[src/rtl/mdu_iter.sv]
// mdu_iter: iterative multiply/divide unit for the MIPS execute stage.
// Owns the architectural HI/LO registers.
//   MULT/MULTU : shift-add, one multiplier bit per cycle, LSB first.
//   DIV/DIVU   : restoring divide, one quotient bit per cycle, MSB first.
//   MTHI/MTLO  : single-cycle write of `a` into HI/LO at the accept edge.
// Latency: accept edge E0, 32 CALC edges (E1..E32), FIX edge E33 writes HI/LO.
// `done` is high for the cycle after E33.
//
// Ports:
//   clk        in   clock
//   rst_n      in   asynchronous active-low reset
//   req_valid  in   request present this cycle
//   req_ready  out  unit can accept a request (IDLE && !flush)
//   op         in   0 MULT, 1 MULTU, 2 DIV, 3 DIVU, 4 MTHI, 5 MTLO, 6/7 no-op
//   a          in   rs operand / dividend / MTHI-MTLO data
//   b          in   rt operand / divisor
//   flush      in   abort the operation in flight; HI/LO untouched
//   busy       out  multi-cycle operation in progress
//   done       out  one-cycle pulse after HI/LO written by a mult/div
//   hi, lo     out  HI/LO registers
//   dbg_state  out  current FSM state (0 IDLE, 1 CALC, 2 FIX)
//
// Handshake: a request transfers on the rising edge where req_valid and
// req_ready are both high; req_valid is not required to stay high afterwards,
// and nothing is accepted while req_ready is low (busy or flush).

module mdu_iter #(
    parameter int               WIDTH   = 32,
    parameter logic [WIDTH-1:0] DIV0_LO = 32'hFFFF_FFFF
) (
    input  logic             clk,
    input  logic             rst_n,
    input  logic             req_valid,
    output logic             req_ready,
    input  logic [2:0]       op,
    input  logic [WIDTH-1:0] a,
    input  logic [WIDTH-1:0] b,
    input  logic             flush,
    output logic             busy,
    output logic             done,
    output logic [WIDTH-1:0] hi,
    output logic [WIDTH-1:0] lo,
    output logic [1:0]       dbg_state
);

    localparam int             CW   = $clog2(WIDTH);
    localparam logic [CW-1:0]  LAST = CW'(WIDTH - 1);

    typedef enum logic [1:0] {
        IDLE = 2'd0,
        CALC = 2'd1,
        FIX  = 2'd2
    } state_t;

    state_t             r_state;
    state_t             w_state_nxt;

    logic [2*WIDTH-1:0] r_acc;    // mult: {partial product, multiplier}; div: {remainder, dividend/quotient}
    logic [WIDTH-1:0]   r_opb;    // mult: multiplicand magnitude; div: divisor magnitude
    logic [WIDTH-1:0]   r_araw;   // raw dividend, returned in HI on divide by zero
    logic [CW-1:0]      r_cnt;
    logic               r_is_div;
    logic               r_div0;
    logic               r_neg_q;  // product / quotient sign
    logic               r_neg_r;  // remainder sign
    logic [WIDTH-1:0]   r_hi;
    logic [WIDTH-1:0]   r_lo;
    logic               r_done;

    logic               w_accept;
    logic               w_is_muldiv;
    logic               w_signed;
    logic               w_sa;
    logic               w_sb;
    logic [WIDTH-1:0]   w_mag_a;
    logic [WIDTH-1:0]   w_mag_b;
    logic [WIDTH:0]     w_msum;
    logic [WIDTH:0]     w_shifted;
    logic               w_ge;
    logic [WIDTH-1:0]   w_newrem;
    logic [2*WIDTH-1:0] w_step;
    logic [2*WIDTH-1:0] w_prod;
    logic [WIDTH-1:0]   w_quo;
    logic [WIDTH-1:0]   w_rem;

    assign req_ready   = (r_state == IDLE) && !flush;
    assign w_accept    = req_valid && req_ready;
    assign w_is_muldiv = (op[2] == 1'b0);
    // ops 0 (MULT) and 2 (DIV) are the signed ones
    assign w_signed    = w_is_muldiv && (op[0] == 1'b0);
    assign w_sa        = w_signed && a[WIDTH-1];
    assign w_sb        = w_signed && b[WIDTH-1];
    assign w_mag_a     = w_sa ? -a : a;
    assign w_mag_b     = w_sb ? -b : b;

    // Multiply step: conditionally add multiplicand into the upper half, shift right.
    assign w_msum = r_acc[0] ? ({1'b0, r_acc[2*WIDTH-1:WIDTH]} + {1'b0, r_opb})
                             : {1'b0, r_acc[2*WIDTH-1:WIDTH]};

    // Divide step: shift next dividend bit into the 33-bit partial remainder and
    // subtract when it fits. When it does not fit, bit WIDTH is known to be 0.
    assign w_shifted = {r_acc[2*WIDTH-1:WIDTH], r_acc[WIDTH-1]};
    assign w_ge      = (w_shifted >= {1'b0, r_opb});
    assign w_newrem  = w_ge ? (w_shifted[WIDTH-1:0] - r_opb) : w_shifted[WIDTH-1:0];

    assign w_step = r_is_div ? {w_newrem, r_acc[WIDTH-2:0], w_ge}
                             : {w_msum, r_acc[WIDTH-1:1]};

    // Sign correction applied at FIX.
    assign w_prod = r_neg_q ? -r_acc : r_acc;
    assign w_quo  = r_neg_q ? -r_acc[WIDTH-1:0] : r_acc[WIDTH-1:0];
    assign w_rem  = r_neg_r ? -r_acc[2*WIDTH-1:WIDTH] : r_acc[2*WIDTH-1:WIDTH];

    always_ff @(posedge clk or negedge rst_n) begin
        if (!rst_n) begin
            r_state <= IDLE;
        end else begin
            r_state <= w_state_nxt;
        end
    end

    always_comb begin
        w_state_nxt = r_state;
        case (r_state)
            IDLE: begin
                if (w_accept && w_is_muldiv) begin
                    w_state_nxt = CALC;
                end
            end
            CALC: begin
                if (flush) begin
                    w_state_nxt = IDLE;
                end else if (r_cnt == LAST) begin
                    w_state_nxt = FIX;
                end
            end
            FIX: begin
                w_state_nxt = IDLE;
            end
            default: begin
                w_state_nxt = IDLE;
            end
        endcase
    end

    always_ff @(posedge clk or negedge rst_n) begin
        if (!rst_n) begin
            r_acc    <= '0;
            r_opb    <= '0;
            r_araw   <= '0;
            r_cnt    <= '0;
            r_is_div <= 1'b0;
            r_div0   <= 1'b0;
            r_neg_q  <= 1'b0;
            r_neg_r  <= 1'b0;
            r_hi     <= '0;
            r_lo     <= '0;
            r_done   <= 1'b0;
        end else begin
            // flush on the FIX edge suppresses both the write and the pulse
            r_done <= (r_state == FIX) && !flush;
            case (r_state)
                IDLE: begin
                    if (w_accept) begin
                        case (op)
                            3'd4: r_hi <= a;
                            3'd5: r_lo <= a;
                            3'd0, 3'd1, 3'd2, 3'd3: begin
                                r_is_div <= op[1];
                                r_div0   <= op[1] && (b == '0);
                                r_araw   <= a;
                                r_neg_q  <= w_sa ^ w_sb;
                                r_neg_r  <= w_sa;
                                r_cnt    <= '0;
                                if (op[1]) begin
                                    r_acc <= {{WIDTH{1'b0}}, w_mag_a};
                                    r_opb <= w_mag_b;
                                end else begin
                                    r_acc <= {{WIDTH{1'b0}}, w_mag_b};
                                    r_opb <= w_mag_a;
                                end
                            end
                            default: ;
                        endcase
                    end
                end
                CALC: begin
                    if (!flush) begin
                        r_acc <= w_step;
                        r_cnt <= r_cnt + 1'b1;
                    end
                end
                FIX: begin
                    if (!flush) begin
                        if (!r_is_div) begin
                            r_hi <= w_prod[2*WIDTH-1:WIDTH];
                            r_lo <= w_prod[WIDTH-1:0];
                        end else if (r_div0) begin
                            r_hi <= r_araw;
                            r_lo <= DIV0_LO;
                        end else begin
                            r_hi <= w_rem;
                            r_lo <= w_quo;
                        end
                    end
                end
                default: ;
            endcase
        end
    end

    assign busy      = (r_state != IDLE);
    assign done      = r_done;
    assign hi        = r_hi;
    assign lo        = r_lo;
    assign dbg_state = r_state;

endmodule

[config.mk]
export PLATFORM = sky130hd
export DESIGN_NAME = mdu_iter
export DESIGN_NICKNAME = d
export VERILOG_FILES = /design/src/rtl/mdu_iter.sv
export SDC_FILE = /design/constraint.sdc
export NUM_CORES = 1
export LEC_CHECK = 0
export ABC_CLOCK_PERIOD_IN_PS = 4100
export BUFFER_PORTS_ARGS = -buffer_cell sky130_fd_sc_hd__buf_2
export CAP_MARGIN = 20
export CORE_MARGIN = 2
export CORE_UTILIZATION = 58
export DETAILED_ROUTE_END_ITERATION = 8
export HOLD_SLACK_MARGIN = 0.02
export PLACE_DENSITY = 0.75
export SLEW_MARGIN = 25
export SYNTH_ARGS = -nofsm -noshare
export SYNTH_HDL_FRONTEND = slang
export SYNTH_SLANG_ARGS = --single-unit
[constraint.sdc]
create_clock -name clk -period 4.1 [get_ports clk]
set_input_delay 0.41 -clock clk [delete_from_list [all_inputs] [get_ports clk]]
set_output_delay 0.41 -clock clk [all_outputs]
set_load 0.01 [all_outputs]
Word level (Yosys, flattened, before mapping) --
Index checks and enable logic that the tools add are counted.
Storage, ports and cells: register bits after elaboration 204, latch bits 0, memory bits (writable) 0, bits in read-only memories 0, output and inout bits 69, word-level logic and storage cells 95, memories kept 0
Operators by class: add/sub/neg operators 8, multipliers 0, divide/modulo/power cells 0, magnitude comparators 1, eq/ne operators 16, shift operators 0, muxes and demuxes 34, bitwise logic cells 3, reduce and logical (&&, ||, !) cells 21
Operator list (number):
- 2-to-1 mux 32 bit | 17
- 2-to-1 mux 64 bit | 5
- negation 32 bit | 4
- case mux 32 bit (2 select lines) | 2
- case mux 64 bit (2 select lines) | 1
- negation 64 bit | 1
- adder 32 x 32 -> 33 bit | 1
- >= comparator 33 x 32 -> 1 bit | 1
- 2-to-1 mux 33 bit | 1
- logical NOT 32 bit | 1
- subtractor 32 bit | 1
- 2-to-1 mux 5 bit | 3
- AND reduction 4 bit | 3
- case mux 5 bit (2 select lines) | 1
- logical AND 1 bit | 8
- inequality test 2 x 1 -> 1 bit, second input constant | 4
- == test 3 x 2 -> 1 bit, second input constant | 2
- == test 3 bit, second input constant | 2
- 2-to-1 mux 2 bit | 3
- inequality test 2 bit, second input constant | 3
- nonzero test 2 bit | 3
- adder 5 x 1 -> 5 bit, second input constant | 1
- == test 5 bit, second input constant | 1
- case mux 2 bit (2 select lines) | 1
- 12 further kinds | 13

Depth between registers and ports, before layout --
Gate-level depths: netlist of run 1.
depth after elaboration 8, mapped depth 14

Worst setup path before layout of run 1 --
No wires, ideal clock.
path type reg-to-reg, start register r_acc[39], end register r_acc[51], setup time 122 ps, data arrival time 3097 ps, data required time 3978 ps, slack 881 ps, stages on the path, launching flop included 13, period minus slack after synthesis 3219 ps, path through dfrtp_1 > ha_1 > clkbuf_1 > nand4_1 > o21bai_1 > o21a_1 > or2_2 > o211a_1 > nor2_1 > buf_1 > clkbuf_1 > nand2_1 > a32o_1
On the way: longest elaborated chain between the ends 5
RTL lines:
- start: declaration | line 58 | logic [2*WIDTH-1:0] r_acc;
- start signal: assignment | line 176 | r_acc <= {{WIDTH{1'b0}}, w_mag_a};
- start signal: assignment | line 179 | r_acc <= {{WIDTH{1'b0}}, w_mag_b};
- start signal: assignment | line 189 | r_acc <= w_step;
- adder 32 x 32 -> 33 bit, or another cell as far along | line 97 | assign w_msum = r_acc[0] ? ({1'b0, r_acc[2*WIDTH-1:WIDTH]} + {1'b0, r_opb})
- 2-to-1 mux 33 bit / 2-to-1 mux 32 bit (equally long branches) | line 97, 104
- 2-to-1 mux 64 bit (*) | line 106 | assign w_step = r_is_div ? {w_newrem, r_acc[WIDTH-2:0], w_ge}
- 2-to-1 mux 64 bit (*) | line 188 | if (!flush) begin
- case mux 64 bit (2 select lines) (*) | line 162 | case (r_state)
Every way passes the cells marked *; elsewhere a longest branch is shown, timed or not. The select of a mux whose other input is x is not followed. A chain may end at the register's enable or synchronous reset.

Worst setup path after layout of run 1 --
start register r_acc[33], end register r_acc[50]
Same word-level chain as after synthesis.

==> results_dict.tcl, run 1 <==
set metrics [dict create \
    vias 18825 \
    numCtsBuffers 26 \
    cpPeakStageDelay_ns 0.53 \
    worst_slew_pin_slew_ns 0.9770 \
    synthArstFlopShare 1.000 \
    clk_latency_ns 0.57 \
    clockRootBuffer "clkbuf_16" \
    yosys_warnings 0 \
    first_pass_iters 8 \
    via_per_inst 6.769 \
    drt-initial-drc-count 2504 \
    hold_violations 0 \
    synth-edff-count 0 \
    hp-class "input pin to flop" \
    synthFlopType "dfrtp_1" \
    syn_inst 2299 \
    cts_hold_buffers 1 \
    clkTransAtPathRegs_ns 0.06 \
    power_density_nw_per_um2 672.8 \
    synth-compound-area-share 0.2705 \
    syn_area_um2 17290 \
    grt_usage 0.4322 \
    cts_tree "built" \
    avgSynthCellArea_um2 7.521 \
    boundaryPins 140 \
    drive_above_1_share 0.1230 \
    yosys.area_share.adder 0.05297 \
    overflow 0 \
    cp-start-kind "flop" \
    post_cts_buffers 0 \
    maxSlewHeadroom 0.3471 \
    place_ws_ns 0.4759 \
    register_area_um2 5109 \
    fill_cells 2631 \
    cp.arrival_ns 4.21 \
    p_leak_nw 8.548 \
    skew_ns 0.01823 \
    routabilityCongestion 1.053 \
    netlist.top_cell.by_area "dfrtp_1" \
    finalPower_mw 13.00 \
    slew_viol_final 0 \
    rows 63 \
    cts_buffer_depth 3 \
    grt_pass1_vias 17504 \
    die_area_um2 31210 \
    grt_pass1_wl_um 103000 \
    drcViolationCount 0 \
    critPathCaptureType "flop" \
    die_h_um 176.7 \
    critical_path.max_fanout 15 \
    post_cts_resize_count 0 \
    die_w_um 176.7 \
    synth_top_family_by_area "compound AO/OA/AOI/OAI gates" \
    synth.area.top_cells "dfrtp_1 (30%), nand2_1 (7.3%), o21ai_0 (6.9%)" \
    ys_types 75 \
    grt_max_degree 97 \
    antenna_found_initial 0 \
    placed_cell_area_um2 18380 \
    initial_core_util 0.5865 \
    fmax_ghz 0.2638 \
    io_buffers 139 \
    critical_path.cell_chain "ha_1 -> o21ai_0 -> a21oi_1 -> nor3_1 -> o21a_1 -> or2_2 -> o211ai_1 -> nand2_1 -> buf_4 -> a211oi_1 -> o31ai_1" \
    yosys_register_bits 204 \
    wirelength_um 68820 \
    setup_viol 0 \
    rsz0062_at_grt "no" \
    synth_mux_area_frac 0.04139 \
    crit_slowest_cell "nand2_1" \
    nNetsFinal 2513 \
    seq_area_frac_synth 0.2952 \
    multi_input_area_um2 11340 \
    synth_fp_nets 2442 \
    synthToLayoutAreaGrowth_pct 11.76 \
    drt-wirelength-per-cell_um 24.75 \
    crit_type "flop to flop" \
    fin_setup_tns_ns 0 \
    status "finished, final reports clean" \
    timing.final.ws_setup_ns 0.3092 \
    cts.sinks 204 \
    dp_hpwl_um 50840 \
    synthSimpleGateAreaFrac 0.2096 \
    final_area_um2 19320 \
    ir_worst_vdd_uv 470.4 \
    htreeDepth 1 \
    synth_xor_area_frac 0.08003 \
    finalCritPeriodShare 0.9246 \
    cap_violations 0 \
    required_ns 4.52 \
    postRouteAntennaNets 0 \
    yosysTopAreaCellShare 0.2952 \
    hold_slack_ns 0.1526 \
    core_area_um2 29480 \
    period_needed_ns 3.791 \
]
through the flow:
| step | utilization | std cells |
|---|---|---|
| 6_report | 0.6555 | 2781 |
| 5_1_grt | 0.6554 | 2780 |
| 4_1_cts | 0.6554 | 2780 |
| 3_5_place_dp | 0.6235 | 2731 |
| 3_3_place_gp | 0.6235 | 2731 |
| 2_1_floorplan | - | 2299 |
synth_stat cells, types with 5 or more instances:
library cell / count
nand3_1: 49
nor4_1: 14
o21a_1: 14
a21o_1: 29
and3_1: 13
xnor2_1: 102
o221ai_1: 12
a31o_2: 5
dfrtp_1: 204
a221oi_1: 7
buf_1: 8
buf_2: 7
or4_1: 17
or2_2: 14
nor2b_1: 10
o21bai_1: 9
ha_1: 70
clkbuf_1: 144
o22ai_1: 40
o31ai_1: 30
xor2_1: 56
a21oi_1: 218
nor2_1: 193
o21ai_0: 239
a211oi_1: 29
mux2_2: 12
or3_1: 30
o211ai_1: 19
a22oi_1: 12
o22a_1: 6
a31oi_1: 22
nand4_1: 23
a41oi_1: 5
a221o_1: 8
o41ai_1: 8
a21boi_0: 7
nand2_1: 336
inv_1: 65
a311oi_1: 6
nand2b_1: 17
nor3_1: 63
mux2i_1: 58
cell usage in the layout, fill, tap and decap left out, types with 7 or more instances in the layout:
| master | instances |
|---|---|
| a211oi_1 | 29 |
| a21boi_0 | 7 |
| a21o_1 | 29 |
| a21oi_1 | 217 |
| a221o_1 | 8 |
| a221oi_1 | 7 |
| a22oi_1 | 12 |
| a31oi_1 | 22 |
| and3_1 | 13 |
| buf_2 | 138 |
| buf_4 | 62 |
| clkbuf_16 | 26 |
| dfrtp_1 | 203 |
| ha_1 | 70 |
| inv_1 | 65 |
| mux2_2 | 12 |
| mux2i_1 | 58 |
| nand2_1 | 336 |
| nand2b_1 | 17 |
| nand3_1 | 49 |
| nand4_1 | 23 |
| nor2_1 | 192 |
| nor2b_1 | 9 |
| nor3_1 | 62 |
| nor4_1 | 14 |
| o211ai_1 | 19 |
| o21a_1 | 14 |
| o21ai_0 | 238 |
| o21bai_1 | 9 |
| o221ai_1 | 12 |
| o22ai_1 | 40 |
| o31ai_1 | 30 |
| o41ai_1 | 8 |
| or2_2 | 14 |
| or3_1 | 29 |
| or4_1 | 17 |
| xnor2_1 | 102 |
| xor2_1 | 56 |
area by class of cell:
| cell class | count | area share |
|---|---|---|
| timing repair buffer | 203 | 0.06209 |
| clock buffer | 34 | 0.03781 |
| multi-input combinational | 1868 | 0.5870 |
| inverter | 67 | 0.01301 |
| clock inverter | 14 | 0.01029 |
| tap | 390 | 0.02525 |
| antenna | 1 | 0.0001295 |
| sequential | 204 | 0.2644 |
routing by layer:
layer	up-vias	GRT usage	share of wire
met5	-	0	0
li1	8431	-	-
met4	0	0.3041	0.084
met1	8948	0.5619	0.38
met3	285	0.08956	0.11
met2	1161	0.6423	0.43
critical path: cells and delay by family (launching register included):
kind	cells	cell delay (ns)
fa+ha+maj	1	0.48
compound gates	6	1.33
flops	1	0.52
simple gates	3	0.99
buf+inv	1	0.34
power by group:
group          switching, mW  internal (mW)  leakage (nW)
clock network          0.998           1.51         0.461
registers              0.720           2.52          2.54
logic                   4.53           2.72          5.55
total                   6.25           6.76          8.55
state kept, by name (all words and copies together) (netlist names):
| register | count |
|---|---|
| r_opb | 32 |
| r_div0 | 1 |
| r_araw | 32 |
| lo | 32 |
| dbg_state | 2 |
| r_acc | 64 |
| r_neg_q | 1 |
| r_cnt | 5 |
| r_is_div | 1 |
| hi | 32 |
| r_neg_r | 1 |
| done | 1 |
cells by family after synthesis:
family | after synthesis
AOI/OAI and AO/OA | 765
xor gates and xnor gates | 158
adders and majority gates | 72
buffers and inverters | 227
DFF | 204
muxes | 70
and+or+nand+nor | 803
final timing paths:
| path | from | to | slack, ns | cells past startpoint |
|---|---|---|---|---|
| max in group asynchronous | rst_n | r_acc[40] | 2.59 | 3 |
| hold reg to reg | r_araw[5] | r_araw[5] | 0.47 | 2 |
| min in group asynchronous | rst_n | r_opb[22] | 0.51 | 2 |
| setup reg to reg | r_acc[33] | r_acc[50] | 0.31 | 11 |
| hold / removal | a[3] | r_araw[3] | 0.15 | 3 |
| setup / recovery | r_acc[33] | r_acc[50] | 0.31 | 11 |
Note: power is estimated with default switching activity, not from simulation.
==> inputs of run 2 (changes only) <==
--- a/config.mk
+++ b/config.mk
@@ -13,6 +13,7 @@
 export DETAILED_ROUTE_END_ITERATION = 8
 export HOLD_SLACK_MARGIN = 0.02
 export PLACE_DENSITY = 0.75
+export RECOVER_POWER = 50
 export SLEW_MARGIN = 25
 export SYNTH_ARGS = -nofsm -noshare
 export SYNTH_HDL_FRONTEND = slang
==> results_dict.tcl, run 2 (synthesis gave the netlist of run 1 again) <==
set metrics [dict create \
    status "complete, but fails checks" \
    violations "design-rule violations, max-capacitance violations, max-slew violations" \
    hold_violations 0 \
    cts_buffer_depth 3 \
    boundaryPins 140 \
    finalCritPeriodShare 0.9196 \
    crit_type "flop to flop" \
    die_w_um 176.7 \
    setup_viol 0 \
    clk_latency_ns 0.57 \
    cts.sinks 204 \
    place_ws_ns 0.4759 \
    worst_slew_pin_slew_ns 2.647 \
    critPathCaptureType "flop" \
    first_pass_iters 8 \
    nNetsFinal 2513 \
    routabilityCongestion 1.053 \
    clkTransAtPathRegs_ns 0.06 \
    die_area_um2 31210 \
    critical_path.max_fanout 15 \
    drt-initial-drc-count 2499 \
    power_density_nw_per_um2 674.3 \
    ir_worst_vdd_uv 472.0 \
    vias 18921 \
    skew_ns 0.01644 \
    wirelength_um 68870 \
    numCtsBuffers 26 \
    fin_setup_tns_ns 0 \
    synthToLayoutAreaGrowth_pct 11.17 \
    switching_power_mw 6.248 \
    holdPathStages 2 \
    clockRootBuffer "clkbuf_16" \
    reg2reg_to "r_acc[50]" \
    utilization 0.6520 \
    core_area_um2 29480 \
    cp.arrival_ns 4.19 \
    final_common_cell "nand2_1" \
    pwr-share-clk 0.194 \
    post_cts_buffers 0 \
    postRouteAntennaNets 0 \
    cts_hold_buffers 1 \
    io_buffers 139 \
    largest_reg_flops 64 \
    post_cts_resize_count 0 \
    dp_hpwl_um 50840 \
    rows 63 \
    r2r_slack_ns 0.33 \
    required_ns 4.52 \
    grt_max_degree 97 \
    grt_usage 0.4322 \
    initial_core_util 0.5865 \
    switching_share 0.4820 \
    via_per_inst 6.801 \
    hp-class "input pin to flop" \
    rsz0062_at_grt "no" \
    reg2reg_from "r_acc[33]" \
    drt-wirelength-per-cell_um 24.75 \
    htreeDepth 1 \
    slew_viol_final 97 \
    hold_path_end "r_neg_q" \
    cap_violations 1 \
    grt_pass1_wl_um 103000 \
    min_from "op[0]" \
    r2r_cells 11 \
    period_needed_ns 3.770 \
    overflow 0 \
    p_int_mw 6.714 \
    regMostFlops "r_acc" \
    drcViolationCount 2 \
    pwr-share-seq 0.250 \
    fmax_ghz 0.2652 \
    p_leak_nw 8.325 \
    final_cell_mix "nand2_1 (336), o21ai_0 (238), a21oi_1 (217)" \
    maxSlewHeadroom -0.7648 \
    drive_above_1_share 0.09582 \
    combPwrFrac 0.556 \
    cp-start-kind "flop" \
    die_h_um 176.7 \
    hold_slack_ns 0.1556 \
    grt_pass1_vias 17504 \
    cts_tree "built" \
    timing.final.ws_setup_ns 0.3295 \
    antenna_found_initial 0 \
]
-- run 2: cell type report --
type                       count  area [µm²]
multi-input combinational   1868       11340
sequential                   204        5109
inverter                      67       251.5
tap                          390       488.0
fill                        2679       10260
clock inverter                14       198.9
clock buffer                  34       730.7
timing repair buffer         203        1095
antenna                        2       5.005
-- run 2: worst max-delay path by stage --
stage | from | endpoint | slack (ns) | cells past startpoint
2_1_floorplan | r_acc[39] | r_acc[51] | 0.88 | 12
3_3_place_gp | r_acc[32] | r_acc[59] | 0.51 | 13
3_5_place_dp | r_acc[33] | r_acc[59] | 0.48 | 12
4_1_cts | r_acc[33] | r_acc[50] | 0.41 | 11
5_1_grt | r_acc[32] | hi[30] | 0.12 | 12
6_report | r_acc[33] | r_acc[50] | 0.33 | 11
-- run 2: metrics by stage --
| stage | power [mW] | instance area [µm²] | instances |
|---|---|---|---|
| after floorplan | 7.934 | 17290 | 2299 |
| after global placement | 10.10 | 18380 | 2731 |
| after detailed placement | 10.21 | 18380 | 2731 |
| after CTS | 12.74 | 19320 | 2780 |
| after global routing | 13.64 | 19220 | 2780 |
| final | 12.96 | 19220 | 2782 |
-- run 2: critical path: stages (launching register included) --
cell,delay (ns)
dfrtp_1,0.52
ha_1,0.46
o21ai_0,0.12
a21oi_1,0.23
nor3_1,0.12
o21a_1,0.21
or2_2,0.34
o211ai_1,0.40
nand2_1,0.53
buf_4,0.34
a211oi_1,0.25
o31ai_1,0.11
-- run 2: power groups by stage --
| stage | Combinational [mW] | Sequential (mW) | Clock [mW] |
|---|---|---|---|
| 6_report | 7.21 | 3.25 | 2.51 |
| 5_1_grt | 7.79 | 3.28 | 2.58 |
| 4_1_cts | 7.04 | 3.19 | 2.51 |
| 3_5_place_dp | 6.99 | 3.22 | 0 |
| 3_3_place_gp | 6.90 | 3.20 | 0 |
| 2_1_floorplan | 4.93 | 3.01 | 0 |
-- run 2: layer usage --
layer	wire length, µm	GRT usage	share of wire
met5	0	0	0
met4	5894	0.3041	0.086
met3	7523	0.08956	0.11
met2	29200	0.6423	0.42
met1	26250	0.5619	0.38
